$ cat src/rtl/flag_sync_pkg.sv
// Shared definitions for the flag arming path. Both the transmit and receive sides use
// the key pattern, the FSM encoding and the timer sizing helper.
package flag_sync_pkg;

  localparam logic [15:0] FLAG_KEY = 16'h12AB;

  typedef enum logic [1:0] {
    ST_IDLE = 2'd0,
    ST_FIRE = 2'd1,
    ST_WAIT = 2'd2,
    ST_HOLD = 2'd3
  } arm_state_e;

  // The timer only ever holds 0 .. limit-1, so clog2 of the larger limit is enough.
  function automatic int timer_width(input int timeout, input int gap);
    int lim;
    lim = (timeout > gap) ? timeout : gap;
    return (lim < 2) ? 1 : $clog2(lim);
  endfunction

  function automatic logic [1:0] sat_inc2(input logic [1:0] v);
    return (v == 2'd3) ? v : v + 2'd1;
  endfunction

endpackage

$ cat src/rtl/bit_sync_2ff.sv
// Two-flop synchroniser for a single asynchronous level, clearing to 0 on reset.
module bit_sync_2ff (
  input  logic clk,
  input  logic rst_n,
  input  logic d,
  output logic q
);

  logic meta_q;
  logic sync_q;

  always_ff @(posedge clk or negedge rst_n) begin
    if (!rst_n) begin
      meta_q <= 1'b0;
      sync_q <= 1'b0;
    end else begin
      meta_q <= d;
      sync_q <= meta_q;
    end
  end

  assign q = sync_q;

endmodule

$ cat src/rtl/flag_arm_tx.sv
// Fires KEY toward the remote flag synchroniser, waits for the flag to come back and
// reports done/fail. Retries through a HOLD gap only when FLAG_ARM_RETRY_EN is defined.
module flag_arm_tx
  import flag_sync_pkg::*;
#(
  parameter logic [15:0] KEY       = FLAG_KEY,
  parameter int          TIMEOUT   = 64,
  parameter int          GAP       = 8
`ifdef FLAG_ARM_RETRY_EN
  ,
  parameter int          MAX_RETRY = 3
`endif
) (
  input  logic        sclk,
  input  logic        reset_n,
  input  logic        arm_req,
  input  logic        arm_abort,
  input  logic        flag_in,
  output logic [15:0] set_pulse,
  output logic        busy,
  output logic        flag_seen,
  output logic        arm_done,
  output logic        arm_fail,
  output logic [1:0]  retry_cnt,
  output logic [1:0]  dbg_state
);

  localparam int            TW           = timer_width(TIMEOUT, GAP);
  localparam logic [TW-1:0] TIMEOUT_LAST = TW'(TIMEOUT - 1);
`ifdef FLAG_ARM_RETRY_EN
  localparam logic [TW-1:0] GAP_LAST     = TW'(GAP - 1);
  localparam int            RW           = (MAX_RETRY < 2) ? 1 : $clog2(MAX_RETRY + 1);
  localparam logic [RW-1:0] RETRY_LAST   = RW'(MAX_RETRY);
`endif

  // Request handshake: arm_req is a single-cycle valid with no ready. It is taken only
  // in IDLE when arm_abort is low; at any other time it is dropped and busy=1 tells the
  // requester so. The operation always ends in exactly one arm_done, one arm_fail, or
  // (on abort) neither.

  arm_state_e    state_q, state_d;
  logic [TW-1:0] timer_q, timer_d;
  logic [15:0]   set_pulse_q, set_pulse_d;
  logic          busy_q, busy_d;
  logic          done_q, done_d;
  logic          fail_q, fail_d;
  logic [1:0]    retry_cnt_q, retry_cnt_d;
`ifdef FLAG_ARM_RETRY_EN
  logic [RW-1:0] extra_q, extra_d;
`endif

  logic fire;
  logic accept;
  logic done_ev;
  logic fail_ev;

  bit_sync_2ff u_flag_sync (
    .clk   (sclk),
    .rst_n (reset_n),
    .d     (flag_in),
    .q     (flag_seen)
  );

  always_ff @(posedge sclk or negedge reset_n) begin
    if (!reset_n) begin
      state_q     <= ST_IDLE;
      timer_q     <= '0;
      set_pulse_q <= '0;
      busy_q      <= 1'b0;
      done_q      <= 1'b0;
      fail_q      <= 1'b0;
      retry_cnt_q <= 2'd0;
`ifdef FLAG_ARM_RETRY_EN
      extra_q     <= '0;
`endif
    end else begin
      state_q     <= state_d;
      timer_q     <= timer_d;
      set_pulse_q <= set_pulse_d;
      busy_q      <= busy_d;
      done_q      <= done_d;
      fail_q      <= fail_d;
      retry_cnt_q <= retry_cnt_d;
`ifdef FLAG_ARM_RETRY_EN
      extra_q     <= extra_d;
`endif
    end
  end

  always_comb begin
    state_d = state_q;
    timer_d = timer_q;
    fire    = 1'b0;
    accept  = 1'b0;
    done_ev = 1'b0;
    fail_ev = 1'b0;
`ifdef FLAG_ARM_RETRY_EN
    extra_d = extra_q;
`endif
    if (arm_abort) begin
      state_d = ST_IDLE;
    end else begin
      case (state_q)
        ST_IDLE: begin
          if (arm_req) begin
            accept = 1'b1;
`ifdef FLAG_ARM_RETRY_EN
            extra_d = '0;
`endif
            // Flag already up: nothing to send, report success straight away.
            if (flag_seen) begin
              done_ev = 1'b1;
            end else begin
              fire    = 1'b1;
              state_d = ST_FIRE;
            end
          end
        end
        ST_FIRE: begin
          timer_d = '0;
          state_d = ST_WAIT;
        end
        ST_WAIT: begin
          if (flag_seen) begin
            done_ev = 1'b1;
            state_d = ST_IDLE;
          end else if (timer_q == TIMEOUT_LAST) begin
`ifdef FLAG_ARM_RETRY_EN
            if (extra_q < RETRY_LAST) begin
              timer_d = '0;
              state_d = ST_HOLD;
            end else begin
              fail_ev = 1'b1;
              state_d = ST_IDLE;
            end
`else
            fail_ev = 1'b1;
            state_d = ST_IDLE;
`endif
          end else begin
            timer_d = timer_q + 1'b1;
          end
        end
`ifdef FLAG_ARM_RETRY_EN
        ST_HOLD: begin
          if (flag_seen) begin
            done_ev = 1'b1;
            state_d = ST_IDLE;
          end else if (timer_q == GAP_LAST) begin
            fire    = 1'b1;
            extra_d = extra_q + 1'b1;
            state_d = ST_FIRE;
          end else begin
            timer_d = timer_q + 1'b1;
          end
        end
`endif
        default: state_d = ST_IDLE;
      endcase
    end
  end

  always_comb begin
    set_pulse_d = fire ? KEY : '0;
    busy_d      = (state_d != ST_IDLE);
    done_d      = done_ev;
    fail_d      = fail_ev;
    if (accept) begin
      retry_cnt_d = fire ? 2'd1 : 2'd0;
    end else if (fire) begin
      retry_cnt_d = sat_inc2(retry_cnt_q);
    end else begin
      retry_cnt_d = retry_cnt_q;
    end
  end

  // An abort that lands in the FIRE cycle must not let the key escape, so the
  // registered pulse is gated by the live abort input.
  assign set_pulse = arm_abort ? 16'h0000 : set_pulse_q;
  assign busy      = busy_q;
  assign arm_done  = done_q;
  assign arm_fail  = fail_q;
  assign retry_cnt = retry_cnt_q;
  assign dbg_state = state_q;

endmodule

$ cat config.mk
export PLATFORM = sky130hd
export DESIGN_NAME = flag_arm_tx
export DESIGN_NICKNAME = d
export VERILOG_FILES = /design/src/rtl/flag_sync_pkg.sv /design/src/rtl/bit_sync_2ff.sv /design/src/rtl/flag_arm_tx.sv
export SDC_FILE = /design/constraint.sdc
export NUM_CORES = 1
export LEC_CHECK = 0
export BUFFER_PORTS_ARGS = -buffer_cell sky130_fd_sc_hd__buf_4
export CAP_MARGIN = 20
export CORE_ASPECT_RATIO = 0.7
export CORE_UTILIZATION = 40
export CTS_CLUSTER_SIZE = 30
export DETAILED_ROUTE_END_ITERATION = 10
export HOLD_SLACK_MARGIN = 0.1
export PLACE_DENSITY = 0.69
export SLEW_MARGIN = 0
export SYNTH_ARGS = -nofsm -noshare
export SYNTH_HDL_FRONTEND = slang
export SYNTH_SLANG_ARGS = --single-unit
$ cat constraint.sdc
create_clock -name sclk -period 1.2 [get_ports sclk]
set_input_delay 0.24 -clock sclk [delete_from_list [all_inputs] [get_ports sclk]]
set_output_delay 0.24 -clock sclk [all_outputs]
set_load 0.01 [all_outputs]
; After elaboration in Yosys (flattened, before gate mapping)
; Cells that the tools add are included.
[word_totals]
regBits = 31
input_bits = 5
out_inout_bits = 24
word_cells = 55
[op_classes]
addsub = 2
n_eq_ne = 7
mux = 30
bitwise_logic = 1
reduce_logical = 6
[ops]
columns = op, n
row1 = 16-bit two-way mux, 1
row2 = 2-bit two-way mux, 8
row3 = 1-bit two-way mux, 15
row4 = 13-bit two-way mux, 1
row5 = 6-bit two-way mux, 2
row6 = 6-bit one-hot mux with 2 select lines, 1
row7 = "6-bit by 1-bit adder with 6-bit output, second input constant", 1
row8 = "6-bit equality test, second input constant", 1
row9 = "2-bit inequality test, second input constant", 3
row10 = 2-bit one-hot mux with 3 select lines, 1
row11 = 2-bit nonzero test, 3
row12 = "2-bit equality test, second input constant", 2
row13 = 4-bit AND reduction, 1
row14 = "2-bit by 1-bit adder with 2-bit output, second input constant", 1
row15 = "2-bit by 1-bit equality test with 1-bit output, second input constant", 1
row16 = 2-bit logical NOT, 1
row17 = 1-bit one-hot mux with 2 select lines, 1
row18 = 2-bit AND reduction, 1
row19 = 1-bit inverter, 1

; Logic depth before layout (Yosys ltp)
; Gate-level depths: netlist of run 1.
[depth]
word_depth = 6
depth_mapped = 4
depth_no_buf = 4

; Hierarchy
; Synthesis of run 1 repeated with hierarchy kept, for this count alone.
[unflattened]
cells_unflattened = 86
hier_area_um2 = 860.8
[modules_own_cells]
columns = mod, n_inst, cells_each, area_each_um2, seq_area_each_um2
row1 = flag_arm_tx, 1, 84, 810.8, 350.3
row2 = bit_sync_2ff, 1, 2, 50.0, 50.0

; Worst setup path before layout of run 1
; Ideal clock, no wire load.
[synth_timing]
kind = reg-to-reg
startpoint = register state_q[1] (netlist: dbg_state[1])
endpoint = register retry_cnt_q[0] (netlist: retry_cnt[0])
setup_time_ns = 0.119
arrival_ns = 1.196
t_required_ns = 1.081
slack_ns = -0.115
stages_incl_launch_ff = 3
n_path_buf = 0
path_cell_list = dfrtp_1 -> or4b_4 -> a21o_2
[synth_via]
elab_chain_cells = 5
elab_cells_between_ends = 10
[synth_rtl]
columns = element, line_no
row1 = start: declaration, flag_arm_tx.sv:41  ; arm_state_e state_q, state_d;
row2 = start signal: assignment, flag_arm_tx.sv:77  ; state_q <= state_d;
row3 = 2-bit logical NOT (*), flag_arm_tx.sv:103  ; case (state_q)
row4 = 1-bit two-way mux, flag_arm_tx.sv:103
row5 = 1-bit two-way mux, flag_arm_tx.sv:100  ; if (arm_abort) begin
row6 = "2-bit inequality test (no line), or another cell as far along", --
row7 = 2-bit AND reduction (no line) or 2-bit two-way mux (tied branches), --
row8 = end signal: assignment, flag_arm_tx.sv:83  ; retry_cnt_q <= retry_cnt_d;
row9 = end: declaration, flag_arm_tx.sv:47  ; logic [1:0] retry_cnt_q, retry_cnt_d;
; Every way passes the cells marked *; elsewhere a longest branch is shown, timed or not.
; A chain may end at the register's enable or synchronous reset.

; Worst setup path after layout of run 1
; Same ends and word-level chain as after synthesis.

==> impl_metrics.sql, run 1 <==
INSERT INTO impl_metrics (metric_group, metric, value, unit) VALUES
('run_status', 'outcome', 'finished with violations', ''),
('run_status', 'failed_checks', 'setup timing', ''),
('die', 'die_boundary_width', '55.8', 'µm'),
('global_routing', 'grt_start_max_net_pins', '17', ''),
('timing', 'postLayoutSetupSlackWorst', '-134', 'ps'),
('worst_setup_path', 'timing.critical_path.slowest_stage_cell', 'sky130_fd_sc_hd__or4b_4', ''),
('layout', 'fin_cells', '122', ''),
('power', 'peakVddDrop', '0.570', 'mV'),
('placed_design', 'post-place-cells', '112', ''),
('drt', 'wl_met3', '125', 'µm'),
('yosys', 'yosys_warnings', '0', ''),
('timing', 'fin_worst_skew', '13.7', 'ps'),
('clock_tree', 'clock_latency', '290', 'ps'),
('die', 'fp.dieH', '39.7', 'µm'),
('yosys', 'synth-simple-area-share', '21.6', '%'),
('layout', 'fill_cells', '152', ''),
('global_routing', 'grt-ovfl-total', '0', ''),
('timing', 'fin_worst_hold_slack', '227', 'ps'),
('timing', 'period_minus_slack', '1330', 'ps'),
('layout', 'final_nets', '107', ''),
('yosys', 'distinct_cell_type_count_after_synthesis', '27', ''),
('worst_setup_path', 'cp_slowest_stage_delay', '570', 'ps'),
('drt', 'postRouteWirelength', '1500', 'µm'),
('drt', 'avgRoutedWirePerCell', '12.3', 'µm'),
('die', 'die_area', '0.00221', 'mm²'),
('global_routing', 'grt.total_usage', '14.4', '%'),
('global_routing', 'grt_antenna_before_repair', '0', ''),
('drt', 'remaining_drc_errors', '0', ''),
('job', 'total_of_max_cap_violations', '0', ''),
('yosys', 'yosys_register_bits', '16', ''),
('yosys', 'synth-xor-area-share', '0', '%'),
('yosys', 'synth_seq_area_share', '49.4', '%'),
('timing', 'setup_repair_after_global_routing_missed_its_margin', 'yes', ''),
('clock_tree', 'h_tree_lvls', '1', ''),
('layout', 'most_flops_register', 'timer_q', ''),
('drt', 'drt_iter0_drc', '9', ''),
('drt', 'detail_route.vias_per_cell', '4.78', ''),
('worst_setup_path', 'critical_path.max_fanout', '5', ''),
('die', 'fp.coreArea', '0.00189', 'mm²'),
('drt', 'dr.max_layer_used', 'met4', ''),
('timing', 'number_of_endpoints_with_negative_hold_slack_in_the_final_report', '0', ''),
('die', 'io_pins', '29', ''),
('worst_setup_path', 'crit_required', '1390', 'ps'),
('worst_setup_path', 'cp_num_cells', '2', ''),
('drt', 'drt_pass1_iterations', '4', ''),
('clock_tree', 'cts_tree', 'done', ''),
('global_routing', 'grt_first_pass_wirelength', '2190', 'µm'),
('drt', 'drtAntennaViolNets', '0', ''),
('drt', 'vias', '583', ''),
('worst_hold_path', 'worstHoldPathCells', '3', ''),
('die', 'initial_util', '43.0', '%'),
('placed_design', 'io_buffer_count', '19', ''),
('layout', 'n_antenna_cell', '0', ''),
('worst_setup_path', 'timing.critical_path.from_type', 'register', ''),
('power', 'total_leakage_power', '0.586', 'nW'),
('placed_design', 'gpl.final_weighted_congestion', '0.744', ''),
('global_routing', 'first_global_vias', '472', ''),
('worst_hold_path', 'holdCritStartpoint', 'arm_req', ''),
('timing', 'setup_violations', '19', ''),
('timing', 'fmax', '750', 'MHz'),
('clock_tree', 'cts_sinks', '16', ''),
('worst_setup_path', 'timing.critical_path.to_type', 'register', ''),
('worst_setup_path', 'critical_path.reg2reg.startpoint', 'dbg_state[1]', ''),
('timing', 'timing.final.max_slew_violations', '0', ''),
('clock_tree', 'tritoncts.num_buffers', '3', ''),
('worst_setup_path', 'cp_data_arrival_time', '1520', 'ps'),
('power', 'power_density_over_cell_area', '1040', 'mW/mm²'),
('yosys', 'muxShareOfSynthArea', '6.17', '%'),
('layout', 'final_layout_size_suffix_gt1_share', '43.0', '%'),
('worst_setup_path', 'setup.worst_path.start', 'dbg_state[1]', ''),
('yosys', 'syn_area', '811', 'µm²');
metal layers:
layer	vias to the layer above	track usage, %
li1	278	-
met1	276	15.8
met2	27	25.0
met3	2	7.26
met4	0	5.49
met5	-	0
worst paths after layout:
check / slack [ps] / endpoint
setup / recovery: -130 / retry_cnt[0]
hold / removal: 230 / arm_done
setup reg to reg: -130 / retry_cnt[0]
hold reg to reg: 360 / u_flag_sync.q
max in group asynchronous: 670 / timer_q[3]
min in group asynchronous: 330 / timer_q[4]
per-stage QoR:
step | utilization, % | setup WS, ps | setup TNS (ps) | cell area, µm² | power (mW)
final | 57.4 | -134 | -1040 | 1080 | 1.12
after CTS | 56.6 | -133 | -1140 | 1070 | 1.14
after global placement | 50.3 | -94.5 | -455 | 948 | 0.755
after detailed placement | 50.3 | -122 | -680 | 948 | 0.760
after floorplan | - | -115 | -453 | 843 | 0.695
after global routing | 57.4 | -170 | -2040 | 1080 | 1.19
Yosys cell counts:
| master | number | area (µm²) |
|---|---|---|
| sky130_fd_sc_hd__dfrtp_1 | 16 | 400 |
| sky130_fd_sc_hd__buf_4 | 15 | 113 |
| sky130_fd_sc_hd__nand2_1 | 7 | 26.3 |
| sky130_fd_sc_hd__mux2i_1 | 5 | 50.1 |
| sky130_fd_sc_hd__and3_1 | 3 | 18.8 |
| sky130_fd_sc_hd__inv_1 | 2 | 7.51 |
| sky130_fd_sc_hd__nand3_1 | 2 | 10.0 |
| sky130_fd_sc_hd__nor2_1 | 2 | 7.51 |
| sky130_fd_sc_hd__o211ai_1 | 2 | 15.0 |
| sky130_fd_sc_hd__a21o_1 | 1 | 7.51 |
| sky130_fd_sc_hd__a21o_2 | 1 | 8.76 |
| sky130_fd_sc_hd__and2_2 | 1 | 7.51 |
| sky130_fd_sc_hd__and2b_2 | 1 | 8.76 |
| sky130_fd_sc_hd__and4_1 | 1 | 8.76 |
| sky130_fd_sc_hd__clkbuf_1 | 1 | 3.75 |
| sky130_fd_sc_hd__conb_1 | 1 | 3.75 |
| sky130_fd_sc_hd__ha_1 | 1 | 12.5 |
| sky130_fd_sc_hd__nand3b_1 | 1 | 7.51 |
| sky130_fd_sc_hd__nand4_1 | 1 | 6.26 |
| sky130_fd_sc_hd__nor2_4 | 1 | 11.3 |
| sky130_fd_sc_hd__nor3b_1 | 1 | 7.51 |
| sky130_fd_sc_hd__nor4b_1 | 1 | 8.76 |
| sky130_fd_sc_hd__nor4b_4 | 1 | 23.8 |
| sky130_fd_sc_hd__o21ai_0 | 1 | 5.00 |
| sky130_fd_sc_hd__o21ai_2 | 1 | 8.76 |
| sky130_fd_sc_hd__or3b_1 | 1 | 8.76 |
| sky130_fd_sc_hd__or4b_4 | 1 | 13.8 |
layout make-up:
cell class | count | share of cell area, %
Sequential cell | 16 | 37.1
Multi-Input combinational cell | 46 | 29.6
Timing Repair Buffer | 32 | 26.8
Clock buffer | 4 | 3.35
Tap cell | 22 | 2.54
Inverter | 2 | 0.693
worst reg2reg max path: cells and delay by family (launching register included):
family | cells | cell delay (ps)
AO/OA/AOI/OAI | 1 | 230
flip-flops | 1 | 430
AND/OR/NAND/NOR | 1 | 580
power by group:
part | internal (mW) | leakage, nW | switching, mW
clock | 0.185 | 0.0210 | 0.162
combinational | 0.101 | 0.352 | 0.0883
sequential | 0.567 | 0.213 | 0.0208
layout by cell type (no fill, tap or decap), types with 2 or more instances in the layout:
master                          netlist  final
sky130_fd_sc_hd__dlygate4sd3_1        0      2
sky130_fd_sc_hd__nand3_1              2      2
sky130_fd_sc_hd__inv_1                2      2
sky130_fd_sc_hd__buf_6                0     12
sky130_fd_sc_hd__and3_1               3      3
sky130_fd_sc_hd__mux2i_1              5      5
sky130_fd_sc_hd__dfrtp_1             16     15
sky130_fd_sc_hd__o211ai_1             2      2
sky130_fd_sc_hd__clkbuf_4             0      3
sky130_fd_sc_hd__buf_4               15     18
sky130_fd_sc_hd__conb_1               1      9
sky130_fd_sc_hd__nand2_1              7      7
sky130_fd_sc_hd__nor2_1               2      2
cell families (layout without fill, tap and decap cells):
| family | after synthesis | count (layout) |
|---|---|---|
| compound gates | 6 | 6 |
| simple gates | 25 | 25 |
| flops | 16 | 16 |
| mux | 5 | 5 |
| other cells | 1 | 9 |
| fa+ha+maj | 1 | 1 |
| buf+inv | 18 | 38 |
timing repair:
item                       in CTS  in global routing
buffers inserted                2                  2
hold endpoints to repair       17                  0
pin swaps                       0                  1
hold buffers                    2                  0
setup endpoints to repair      19                 21
gates resized for setup        14                  0
Note: power is estimated with default switching activity, not from simulation.
==> run 2: changes to the inputs <==
- CELL_PAD_IN_SITES_DETAIL_PLACEMENT: unset -> 1
- CELL_PAD_IN_SITES_GLOBAL_PLACEMENT: unset -> 1
- CORE_UTILIZATION: 40 -> 36
- PLACE_DENSITY: 0.69 -> unset
- PLACE_DENSITY_LB_ADDON: unset -> 0.1
- clock period: 1.2 -> 1.5 ns (I/O delays scaled with it)
==> impl_metrics.sql, run 2 (synthesis gave the netlist of run 1 again) <==
INSERT INTO impl_metrics (metric_group, metric, value, unit) VALUES
('clock_tree', 'post_cts_resized', '0', ''),
('placed_design', 'io_buffer_count', '19', ''),
('clock_tree', 'cts_tree', 'done', ''),
('power', 'p_int', '0.654', 'mW'),
('power', 'seq_power_share', '54.2', '%'),
('clock_tree', 'h_tree_lvls', '1', ''),
('drt', 'vias', '551', ''),
('layout', 'largest_reg_flops', '6', ''),
('global_routing', 'grt-busiest-layer', 'met2', ''),
('die', 'io_pins', '29', ''),
('global_routing', 'grt_use_met2', '20.2', '%'),
('layout', 'most_flops_register', 'timer_q', ''),
('die', 'die_area', '0.00245', 'mm²'),
('die', 'fp.coreArea', '0.00198', 'mm²'),
('clock_tree', 'ctsHoldBuffers', '2', ''),
('timing', 'min_period_over_period', '90.8', '%'),
('timing', 'setup_repair_after_global_routing_missed_its_margin', 'no', ''),
('worst_setup_path', 'critical_path.reg2reg.endpoint', 'retry_cnt[0]', ''),
('worst_setup_path', 'critical_path.reg2reg.startpoint', 'dbg_state[1]', ''),
('worst_hold_path', 'hold-path-endpoint', 'arm_done', ''),
('layout', 'layout_common_cells', '20 x sky130_fd_sc_hd__buf_4, 16 x sky130_fd_sc_hd__dfrtp_1, 9 x sky130_fd_sc_hd__conb_1, 7 x sky130_fd_sc_hd__nand2_1, 5 x sky130_fd_sc_hd__mux2i_1', ''),
('drt', 'detail_route.vias_per_cell', '4.59', ''),
('timing', 'period_minus_slack', '1360', 'ps'),
('die', 'row_count', '13', ''),
('drt', 'remaining_drc_errors', '0', ''),
('clock_tree', 'post-cts-setup-buffer-count', '0', ''),
('timing', 'postLayoutSetupSlackWorst', '138', 'ps'),
('drt', 'avgRoutedWirePerCell', '13.4', 'µm'),
('placed_design', 'gpl.final_weighted_congestion', '0.794', ''),
('layout', 'syn_to_final_growth', '19.4', '%'),
('worst_hold_path', 'holdCritStartpoint', 'arm_abort', ''),
('worst_setup_path', 'worst_r2r_path_depth', '2', ''),
('global_routing', 'grt_first_pass_wirelength', '2430', 'µm'),
('worst_setup_path', 'crit_required', '1200', 'ps'),
('layout', 'final_layout_size_suffix_gt1_share', '34.4', '%'),
('die', 'initial_util', '40.9', '%'),
('worst_hold_path', 'timing.hold.worst.class', 'primary input to register', ''),
('global_routing', 'grt_start_max_net_pins', '17', ''),
('placed_design', 'place.detailed.hpwl', '1180', 'µm'),
('global_routing', 'm1_gr_usage', '18.1', '%'),
('die', 'die_boundary_width', '58.7', 'µm'),
('run_status', 'outcome', 'complete, no violations', ''),
('power', 'peakVddDrop', '0.542', 'mV'),
('placed_design', 'post-place-cells', '114', ''),
('worst_setup_path', 'setup.worst_path.class', 'register to primary output', ''),
('global_routing', 'grt-ovfl-total', '0', ''),
('die', 'fp.dieH', '41.7', 'µm'),
('clock_tree', 'cts.path.max_buffers', '2', ''),
('global_routing', 'grt.total_usage', '14.7', '%'),
('power', 'power_density_over_cell_area', '904', 'mW/mm²'),
('timing', 'fin_worst_skew', '0.846', 'ps'),
('placed_design', 'preCtsSetupSlack', '138', 'ps'),
('worst_setup_path', 'critical_path.max_fanout', '7', ''),
('power', 'clock_power_share', '33.0', '%'),
('clock_tree', 'tritoncts.num_buffers', '3', ''),
('worst_setup_path', 'setup.worst_path.start', 'set_pulse_q[9]', ''),
('layout', 'n_antenna_cell', '0', ''),
('clock_tree', 'cts.root.buffer_cell', 'sky130_fd_sc_hd__clkbuf_4', ''),
('worst_hold_path', 'worstHoldPathCells', '2', ''),
('layout', 'layout.cells.most_common', 'sky130_fd_sc_hd__buf_4', ''),
('global_routing', 'grt_antenna_before_repair', '0', ''),
('layout', 'final_core_area_utilization', '48.8', '%'),
('timing', 'fmax', '734', 'MHz'),
('timing', 'number_of_endpoints_with_negative_hold_slack_in_the_final_report', '0', ''),
('worst_setup_path', 'r2r_setup_slk', '150', 'ps'),
('layout', 'final_nets', '97', ''),
('global_routing', 'first_global_vias', '491', ''),
('power', 'power.switching', '0.222', 'mW'),
('clock_tree', 'cts_sinks', '16', ''),
('timing', 'timing.final.max_slew_violations', '0', ''),
('layout', 'fin_cells', '120', ''),
('drt', 'drt_iter0_drc', '7', ''),
('power', 'comb_power_share', '12.8', '%'),
('clock_tree', 'clock_latency', '290', 'ps'),
('worst_setup_path', 'timing.critical_path.from_type', 'register', ''),
('clock_tree', 'clkSlewWorstSetupHoldPaths', '90', 'ps'),
('timing', 'final.setup.tns', '0', 'ps'),
('power', 'total_leakage_power', '0.530', 'nW'),
('timing', 'setup_violations', '0', ''),
('global_routing', 'global_routing_usage_on_met3', '7.79', '%'),
('power', 'power.switching_fraction', '25.3', '%'),
('drt', 'postRouteWirelength', '1610', 'µm'),
('drt', 'drt_pass1_iterations', '4', ''),
('worst_setup_path', 'timing.critical_path.to_type', 'primary output', ''),
('drt', 'drtAntennaViolNets', '0', ''),
('worst_setup_path', 'cp_data_arrival_time', '1060', 'ps'),
('job', 'total_of_max_cap_violations', '0', '');
[run 2: area by class of cell]
type                    instances  area [µm²]
flip-flops and latches         16         400
fillers                       237        1020
well taps                      30        37.5
inverters                       2        7.51
repair buffers                 22         170
clock buffers                   4        36.3
multi-input cells              46         317
[run 2: worst max-delay path by stage]
| stage | to | slack, ps |
|---|---|---|
| after CTS | set_pulse[5] | 120 |
| after global routing | timer_q[1] | 20 |
| after detailed placement | retry_cnt[0] | 140 |
| after floorplan | retry_cnt[0] | 190 |
| after global placement | retry_cnt[0] | 150 |
| final | set_pulse[5] | 140 |
[run 2: power groups by stage]
stage,clock (mW),sequential (mW),combinational (mW)
floorplan,0,0.484,0.0716
global placement,0,0.480,0.106
detailed placement,0,0.483,0.109
CTS,0.301,0.475,0.114
global route,0.327,0.478,0.125
finish,0.289,0.475,0.112
[run 2: per-layer routing]
layer  vias to the layer above  routed length, µm
li1                        259                  -
met4                         0                 39
met2                        23                695
met1                       264                758
met3                         5                119
met5                         -                  0
[run 2: metrics by stage]
step	hold slack [ps]	instance area, µm²	total power [mW]
after detailed placement	171	912	0.591
after global placement	172	912	0.586
final	210	968	0.876
after global routing	187	968	0.930
after floorplan	4.41	841	0.556
after CTS	197	968	0.889
[run 2: critical path, stage by stage (launching register included)]
cell	delay [ps]
sky130_fd_sc_hd__dfrtp_1	380
sky130_fd_sc_hd__and2b_2	240
sky130_fd_sc_hd__buf_4	150
